==> src/rtl/fetch_pkg.sv <==
// ---------------------------------------------------------------------------
// fetch_pkg
//
// Shared types and constants for the instruction-fetch stage.
//
//   fetch_state_e : fetch FSM state
//                   EMPTY  - nothing valid in flight
//                   STREAM - imem_rdata is the word for req_pc_q
//                   HELD   - the word for req_pc_q sits in the hold buffer
//   NOP_INSTR     : canonical RV32I NOP (addi x0, x0, 0). It is presented
//                   whenever the stage has nothing valid to offer.
//   PC_STEP       : byte distance between consecutive instruction words.
// ---------------------------------------------------------------------------
package fetch_pkg;

   typedef enum logic [1:0] {
      EMPTY  = 2'd0,
      STREAM = 2'd1,
      HELD   = 2'd2
   } fetch_state_e;

   localparam logic [31:0] NOP_INSTR = 32'h0000_0013;
   localparam int unsigned PC_STEP   = 4;

endpackage : fetch_pkg

==> src/rtl/fetch_hold_buf.sv <==
// ---------------------------------------------------------------------------
// fetch_hold_buf
//
// One-entry capture register for an instruction word. The fetch FSM loads it
// when the word on the memory read port would otherwise be lost (a stall
// while streaming). It clears it when the held word is squashed (redirect).
//
// Ports
//   clk_i    in  1      clock
//   rst_i    in  1      synchronous, active-high reset
//   load_i   in  1      capture data_i on the next rising edge
//   clear_i  in  1      discard the held word (takes priority over load_i)
//   data_i   in  WIDTH  word to capture
//   data_o   out WIDTH  captured word
// ---------------------------------------------------------------------------
module fetch_hold_buf #(
   parameter int WIDTH = 32
) (
   input  logic             clk_i,
   input  logic             rst_i,
   input  logic             load_i,
   input  logic             clear_i,
   input  logic [WIDTH-1:0] data_i,
   output logic [WIDTH-1:0] data_o
);

   logic [WIDTH-1:0] data_q;

   // NOTE: sequential state is assigned with <= only, so every flop samples
   // the values from before the edge no matter how the blocks are ordered.
   // NOTE: this storage is reset even though it is only read while the FSM
   // says it is valid. After reset or a squash it then holds a known value
   // and never an old instruction.
   always_ff @(posedge clk_i) begin
      if (rst_i || clear_i) begin
         data_q <= '0;
      end else if (load_i) begin
         data_q <= data_i;
      end
   end

   assign data_o = data_q;

endmodule : fetch_hold_buf

==> src/rtl/fetch_stage.sv <==
// ---------------------------------------------------------------------------
// fetch_stage
//
// Instruction-fetch stage. It owns the PC, drives a synchronous-read
// instruction memory (one cycle of read latency) and pairs each returned word
// with the PC that requested it. The result {pc_f, pc_plus4_f, instr_f,
// valid_f} goes to the fetch/decode pipeline register.
//
// A one-entry hold buffer catches the word that is in flight when a stall
// arrives. While the stall lasts, the memory keeps re-reading the next
// address, so the word after the held one is already on imem_rdata when the
// stall releases. Stall release therefore costs no bubble.
//
// Priority: rst > redirect_f > stall_f.
//
// Parameters
//   WIDTH     data/address width
//   RESET_PC  first fetch address after reset
//
// Ports
//   clk              in  1      clock
//   rst              in  1      synchronous, active-high reset
//   stall_f          in  1      hazard-unit stall; hold the current output
//   redirect_f       in  1      taken branch/jump resolved in execute
//   redirect_target  in  WIDTH  new PC; bits [1:0] are ignored (forced to 0)
//   imem_addr        out WIDTH  memory address, driven straight from pc_q
//   imem_rdata       in  WIDTH  word for the address presented last cycle
//   pc_f             out WIDTH  PC of instr_f (0 when not valid)
//   pc_plus4_f       out WIDTH  pc_f + 4 modulo 2^WIDTH (0 when not valid)
//   instr_f          out WIDTH  instruction to decode (NOP when not valid)
//   valid_f          out 1      instr_f is a real instruction
//
// Optional build macro FETCH_PERF_CNT_EN adds:
//   fetch_cnt        out 32     cycles that deliver an instruction downstream
//                               (valid_f & !stall_f & !redirect_f)
//   bubble_cnt       out 32     cycles with valid_f = 0
//   Both counters wrap and are cleared by rst.
// ---------------------------------------------------------------------------
module fetch_stage
   import fetch_pkg::*;
#(
   parameter int               WIDTH    = 32,
   parameter logic [WIDTH-1:0] RESET_PC = '0
) (
   input  logic             clk,
   input  logic             rst,
   input  logic             stall_f,
   input  logic             redirect_f,
   input  logic [WIDTH-1:0] redirect_target,
   output logic [WIDTH-1:0] imem_addr,
   input  logic [WIDTH-1:0] imem_rdata,
   output logic [WIDTH-1:0] pc_f,
   output logic [WIDTH-1:0] pc_plus4_f,
   output logic [WIDTH-1:0] instr_f,
   output logic             valid_f
`ifdef FETCH_PERF_CNT_EN
   ,
   output logic [31:0]      fetch_cnt,
   output logic [31:0]      bubble_cnt
`endif
);

   localparam logic [WIDTH-1:0] STEP = WIDTH'(PC_STEP);
   localparam logic [WIDTH-1:0] NOP  = WIDTH'(NOP_INSTR);

   fetch_state_e     state_q, state_d;
   logic [WIDTH-1:0] pc_q, pc_d;
   logic [WIDTH-1:0] req_pc_q, req_pc_d;
   logic [WIDTH-1:0] hold_instr_q;
   logic             hold_load, hold_clear;

   // The two low target bits are dropped by design; this name records that.
   logic unused_target_lo;
   assign unused_target_lo = ^redirect_target[1:0];

   // ------------------------------------------------------------------
   // Hold buffer
   // ------------------------------------------------------------------
   fetch_hold_buf #(
      .WIDTH (WIDTH)
   ) u_hold_buf (
      .clk_i   (clk),
      .rst_i   (rst),
      .load_i  (hold_load),
      .clear_i (hold_clear),
      .data_i  (imem_rdata),
      .data_o  (hold_instr_q)
   );

   // ------------------------------------------------------------------
   // State and PC registers
   // ------------------------------------------------------------------
   always_ff @(posedge clk) begin
      if (rst) begin
         state_q  <= EMPTY;
         pc_q     <= RESET_PC;
         req_pc_q <= '0;
      end else begin
         state_q  <= state_d;
         pc_q     <= pc_d;
         req_pc_q <= req_pc_d;
      end
   end

   // ------------------------------------------------------------------
   // Next state and outputs
   // ------------------------------------------------------------------
   // NOTE: every signal written here gets a default first. No path can
   // leave a signal unassigned, so no latch is inferred.
   always_comb begin
      state_d    = state_q;
      pc_d       = pc_q;
      req_pc_d   = req_pc_q;
      hold_load  = 1'b0;
      hold_clear = 1'b0;
      valid_f    = 1'b0;
      instr_f    = NOP;
      pc_f       = '0;
      pc_plus4_f = '0;

      if (redirect_f) begin
         // Squash everything in flight, whatever the stall says. Outputs keep
         // their EMPTY defaults for this cycle.
         pc_d       = {redirect_target[WIDTH-1:2], 2'b00};
         state_d    = EMPTY;
         hold_clear = 1'b1;
      end else begin
         case (state_q)
            EMPTY: begin
               if (!stall_f) begin
                  state_d  = STREAM;
                  req_pc_d = pc_q;
                  pc_d     = pc_q + STEP;
               end
            end

            STREAM: begin
               valid_f    = 1'b1;
               instr_f    = imem_rdata;
               pc_f       = req_pc_q;
               pc_plus4_f = req_pc_q + STEP;
               if (stall_f) begin
                  // The read port moves on next cycle, so keep this word.
                  // pc_q stays put, and the memory keeps returning the
                  // following word for the whole stall.
                  state_d   = HELD;
                  hold_load = 1'b1;
               end else begin
                  req_pc_d = pc_q;
                  pc_d     = pc_q + STEP;
               end
            end

            HELD: begin
               valid_f    = 1'b1;
               instr_f    = hold_instr_q;
               pc_f       = req_pc_q;
               pc_plus4_f = req_pc_q + STEP;
               if (!stall_f) begin
                  // The memory has been re-reading pc_q, so the word for pc_q
                  // is on imem_rdata at the next edge. Tag it, then advance
                  // the request pointer the same way STREAM does. This keeps
                  // the word for pc_q from being fetched a second time.
                  state_d  = STREAM;
                  req_pc_d = pc_q;
                  pc_d     = pc_q + STEP;
               end
            end

            default: begin
               state_d = EMPTY;
            end
         endcase
      end
   end

   assign imem_addr = pc_q;

   // ------------------------------------------------------------------
   // Optional performance counters
   // ------------------------------------------------------------------
`ifdef FETCH_PERF_CNT_EN
   logic [31:0] fetch_cnt_q;
   logic [31:0] bubble_cnt_q;

   always_ff @(posedge clk) begin
      if (rst) begin
         fetch_cnt_q  <= '0;
         bubble_cnt_q <= '0;
      end else begin
         if (valid_f && !stall_f && !redirect_f) begin
            fetch_cnt_q <= fetch_cnt_q + 32'd1;
         end
         if (!valid_f) begin
            bubble_cnt_q <= bubble_cnt_q + 32'd1;
         end
      end
   end

   assign fetch_cnt  = fetch_cnt_q;
   assign bubble_cnt = bubble_cnt_q;
`endif

endmodule : fetch_stage

==> config.mk <==
export PLATFORM = sky130hd
export DESIGN_NAME = fetch_stage
export DESIGN_NICKNAME = d
export VERILOG_FILES = /design/src/rtl/fetch_pkg.sv /design/src/rtl/fetch_hold_buf.sv /design/src/rtl/fetch_stage.sv
export SDC_FILE = /design/constraint.sdc
export NUM_CORES = 1
export LEC_CHECK = 0
export BUFFER_PORTS_ARGS = -buffer_cell sky130_fd_sc_hd__buf_2
export CELL_PAD_IN_SITES_DETAIL_PLACEMENT = 1
export CELL_PAD_IN_SITES_GLOBAL_PLACEMENT = 2
export CORE_ASPECT_RATIO = 0.75
export CORE_UTILIZATION = 27
export DETAILED_ROUTE_END_ITERATION = 12
export GPL_TIMING_DRIVEN = 0
export PLACE_DENSITY_LB_ADDON = 0.1
export SETUP_SLACK_MARGIN = 0.1
export SYNTH_ARGS = -nofsm -noshare
export SYNTH_HDL_FRONTEND = slang
export SYNTH_SLANG_ARGS = --single-unit
==> constraint.sdc <==
create_clock -name clk -period 2.9 [get_ports clk]
set_input_delay 0.87 -clock clk [delete_from_list [all_inputs] [get_ports clk]]
set_output_delay 0.87 -clock clk [all_outputs]
set_load 0.05 [all_outputs]
==> flow_results.xml <==
<?xml version="1.0" encoding="UTF-8"?>
<metrics>
  <group name="power">
    <metric name="vdd_drop_max" unit="mV">0.222</metric>
    <metric name="power.share.clock" unit="">0.391</metric>
    <metric name="total_leakage_power" unit="nW">3.32</metric>
    <metric name="p_sw" unit="mW">1.08</metric>
    <metric name="internal_power" unit="mW">2.22</metric>
    <metric name="pwr-share-comb" unit="">0.179</metric>
    <metric name="netSwitchingFraction" unit="">0.327</metric>
    <metric name="seq_power_share" unit="">0.430</metric>
    <metric name="p_per_area" unit="nW/µm²">373</metric>
  </group>
  <group name="floorplanning">
    <metric name="fp.dieW" unit="µm">167</metric>
    <metric name="fp-row-count" unit="">44</metric>
    <metric name="initial_core_util" unit="">0.280</metric>
    <metric name="io_pins" unit="">197</metric>
    <metric name="die_height" unit="µm">126</metric>
    <metric name="core_area" unit="µm²">19700</metric>
    <metric name="fp.dieArea" unit="µm²">21000</metric>
  </group>
  <group name="outcome">
    <metric name="violations" unit="">setup timing</metric>
    <metric name="status" unit="">finished, violations left</metric>
  </group>
  <group name="critical_path">
    <metric name="cp_max_fo" unit="">4</metric>
    <metric name="cp.required" unit="ns">2.03</metric>
    <metric name="regToRegEndpoint" unit="">imem_addr[24]</metric>
    <metric name="r2r-start" unit="">state_q[0]</metric>
    <metric name="timing.setup.critical_path_class" unit="">reg2out</metric>
    <metric name="r2r_slack" unit="ns">0.48</metric>
    <metric name="reg2regPathDepth" unit="">7</metric>
    <metric name="timing.critical_path.arrival" unit="ns">2.29</metric>
    <metric name="worst_setup_path_start_kind" unit="">flip-flop</metric>
    <metric name="timing.critical_path.to_type" unit="">output pin</metric>
  </group>
  <group name="placed_design">
    <metric name="place_hpwl" unit="µm">16700</metric>
    <metric name="io_buffers" unit="">187</metric>
    <metric name="place_congestion" unit="">0.781</metric>
    <metric name="place_ws" unit="ns">-0.686</metric>
    <metric name="place_inst" unit="">1201</metric>
  </group>
  <group name="run">
    <metric name="cap_violations" unit="">0</metric>
  </group>
  <group name="grt">
    <metric name="vias_in_the_first_global_route" unit="">6474</metric>
    <metric name="grt_first_pass_wirelength" unit="µm">37000</metric>
    <metric name="grt_start_max_net_pins" unit="">19</metric>
    <metric name="grt_util_all_layers" unit="">0.223</metric>
    <metric name="grt_remaining_overflow" unit="">0</metric>
    <metric name="number_of_antenna_violations_at_the_first_check_in_global_routing" unit="">0</metric>
  </group>
  <group name="routing">
    <metric name="routedLengthMet1" unit="µm">12500</metric>
    <metric name="routed-wl-met2" unit="µm">9810</metric>
    <metric name="number_of_vias_after_detailed_routing" unit="">6479</metric>
    <metric name="initialDrtViolationCount" unit="">312</metric>
    <metric name="detail_route.vias_per_cell" unit="">5.20</metric>
    <metric name="drc" unit="">0</metric>
    <metric name="met3_length" unit="µm">1100</metric>
    <metric name="post_drt_wl_per_cell" unit="µm">18.9</metric>
    <metric name="detail_route.wirelength" unit="µm">23500</metric>
    <metric name="detail_route.first_pass.iterations" unit="">4</metric>
    <metric name="route.antenna.remaining_nets" unit="">0</metric>
    <metric name="top_signal_layer_used" unit="">met4</metric>
  </group>
  <group name="synthesis">
    <metric name="synth_async_sr_flop_share" unit="">0</metric>
    <metric name="post_synth_and_or_nand_nor_area_fraction" unit="">0.339</metric>
    <metric name="synth_area" unit="µm²">5510</metric>
    <metric name="synthDistinctLibCells" unit="">47</metric>
    <metric name="leading_register_cell_type_out_of_synthesis" unit="">sky130_fd_sc_hd__dfxtp_1</metric>
    <metric name="dominant_combinational_cell_family_by_area_after_synthesis" unit="">simple AND/OR/NAND/NOR gates</metric>
    <metric name="synth.avg_cell_area" unit="µm²">7.29</metric>
    <metric name="synth_fa_ha_area_frac" unit="">0.0159</metric>
    <metric name="syn-instance-count" unit="">756</metric>
    <metric name="yosysWarningCount" unit="">0</metric>
    <metric name="synth.mux.area_fraction" unit="">0.0179</metric>
    <metric name="ys_seq_elements" unit="">94</metric>
    <metric name="synth_edf_count" unit="">0</metric>
    <metric name="post_synthesis_compound_gate_area_fraction" unit="">0.190</metric>
    <metric name="yosys.area_share.xor_xnor" unit="">0.0334</metric>
    <metric name="synth_seq_area_share" unit="">0.342</metric>
  </group>
  <group name="layout">
    <metric name="antenna_cells_inserted" unit="">0</metric>
    <metric name="drive_above_1_share" unit="">0.423</metric>
    <metric name="fin_nets" unit="">1063</metric>
    <metric name="final_instance_count_excl_fillers" unit="">1246</metric>
    <metric name="layout_common_cells" unit="">140 x sky130_fd_sc_hd__nand2_1, 115 x sky130_fd_sc_hd__buf_2, 76 x sky130_fd_sc_hd__dfxtp_1</metric>
    <metric name="fin_util" unit="">0.451</metric>
    <metric name="areaGrowthSynthToFinish" unit="%">61.0</metric>
    <metric name="mostFrequentLayoutCell" unit="">sky130_fd_sc_hd__nand2_1</metric>
    <metric name="fillers" unit="">2362</metric>
  </group>
  <group name="sta">
    <metric name="totalNegativeSetupSlack" unit="ns">-3.12</metric>
    <metric name="slew-limit-headroom" unit="">0.521</metric>
    <metric name="crit_path_setup_slack_layout" unit="ns">-0.264</metric>
    <metric name="hold_viol" unit="">0</metric>
    <metric name="fmaxAchievable" unit="MHz">316</metric>
    <metric name="unrepaired_setup_endpoints_after_global_routing" unit="">yes</metric>
    <metric name="min_period" unit="ns">3.16</metric>
    <metric name="final_max_slew_viol_count" unit="">0</metric>
    <metric name="worst-slew-pin-transition" unit="ns">0.717</metric>
    <metric name="skew" unit="ns">0.0122</metric>
    <metric name="setup_viol" unit="">17</metric>
    <metric name="final_period_util" unit="">1.09</metric>
  </group>
  <group name="cts">
    <metric name="ctsHoldBuffers" unit="">0</metric>
    <metric name="insertion_delay" unit="ns">0.36</metric>
    <metric name="clock_tree_from_tritoncts" unit="">done</metric>
    <metric name="htree_num_levels" unit="">3</metric>
    <metric name="clkSinkCount" unit="">94</metric>
    <metric name="cts_buffers" unit="">9</metric>
    <metric name="clock_path_buffers" unit="">2</metric>
    <metric name="clkTransAtPathRegs" unit="ns">0.07</metric>
    <metric name="ctsRootBufferMaster" unit="">sky130_fd_sc_hd__clkbuf_16</metric>
  </group>
  <group name="worst_hold_path">
    <metric name="hold_path_class" unit="">reg2reg</metric>
    <metric name="holdCritStartpoint" unit="">u_hold_buf.data_o[8]</metric>
    <metric name="holdPathEnd" unit="">u_hold_buf.data_o[8]</metric>
    <metric name="whs_path_depth" unit="">2</metric>
  </group>
</metrics>
per-layer routing:
layer,global-route usage,vias up
li1,-,3141
met1,0.340,3169
met2,0.328,161
met3,0.0380,8
met4,0.0387,0
met5,0,-
logic make-up (layout without fill, tap and decap cells):
kind of cell             count (synthesis)  in the layout
AO/OA/AOI/OAI                          164            164
XOR/XNOR                                21             21
adder cells (fa/ha/maj)                  7              7
buffers and inverters                   78            310
flip-flops                              94             94
multiplexers                             9              9
other                                    1              6
AND/OR/NAND/NOR                        382            382
critical path: stages (launching register included):
cell and delay [ns]:
sky130_fd_sc_hd__dfxtp_4 0.38, sky130_fd_sc_hd__ha_4 0.13, sky130_fd_sc_hd__and4_4 0.23, sky130_fd_sc_hd__nand4_1 0.23, sky130_fd_sc_hd__buf_6 0.22, sky130_fd_sc_hd__or4_4 0.43, sky130_fd_sc_hd__a21oi_4 0.14, sky130_fd_sc_hd__buf_6 0.17
per-stage QoR:
stage	power [mW]	area [µm²]	hold slack [ns]
floorplan	1.78	5950	0.436
global placement	1.97	7210	0.444
detailed placement	1.97	7210	0.449
CTS	3.34	8660	0.460
global route	3.44	8870	0.473
finish	3.31	8870	0.456
cells in the mapped netlist, types with 18 or more instances:
master / instances / area [µm²]
sky130_fd_sc_hd__nand2_1: 146 / 548
sky130_fd_sc_hd__a22oi_1: 29 / 218
sky130_fd_sc_hd__and2_1: 32 / 200
sky130_fd_sc_hd__nand4_1: 18 / 113
sky130_fd_sc_hd__clkbuf_1: 52 / 195
sky130_fd_sc_hd__nand3_1: 30 / 150
sky130_fd_sc_hd__a21oi_1: 72 / 360
sky130_fd_sc_hd__dfxtp_1: 94 / 1880
sky130_fd_sc_hd__nor2_1: 81 / 304
power by group through the flow:
stage | clock (mW) | sequential [mW] | combinational [mW]
2_1_floorplan | 0 | 1.53 | 0.250
3_3_place_gp | 0 | 1.45 | 0.514
3_5_place_dp | 0 | 1.45 | 0.516
4_1_cts | 1.33 | 1.42 | 0.587
5_1_grt | 1.37 | 1.43 | 0.636
6_report | 1.29 | 1.42 | 0.592
worst max-delay path by stage:
stage	startpoint	to	slack (ns)	cells after the start
CTS	req_pc_q[7]	pc_plus4_f[29]	-0.26	7
floorplan	redirect_f	pc_plus4_f[2]	-0.05	6
global route	req_pc_q[11]	pc_plus4_f[30]	-0.32	7
global placement	redirect_f	pc_plus4_f[5]	-0.70	8
finish	req_pc_q[2]	pc_plus4_f[30]	-0.26	7
detailed placement	redirect_f	pc_plus4_f[5]	-0.69	8
final cells by class:
type | instances | area, µm² | share of cell area
multi-input cells | 589 | 4090 | 0.461
repair buffers | 216 | 1620 | 0.182
flip-flops and latches | 94 | 1930 | 0.217
clock inverters | 7 | 88.8 | 0.0100
inverters | 10 | 42.5 | 0.00480
plain buffers | 68 | 564 | 0.0636
well taps | 253 | 317 | 0.0357
clock buffers | 9 | 225 | 0.0254
what timing repair did:
item / in CTS / in global routing
gates resized for setup: 259 / 58
pin swaps: 14 / 15
endpoints found under the setup margin: 92 / 68
setup buffers: 19 / 6
gates cloned: 5 / 1
state kept, by name, indices dropped and copies added (netlist names):
signal	flops
state_q	2
imem_addr	30
req_pc_q	30
u_hold_buf.data_o	32
No activity file was read; power rests on OpenSTA's default activity.
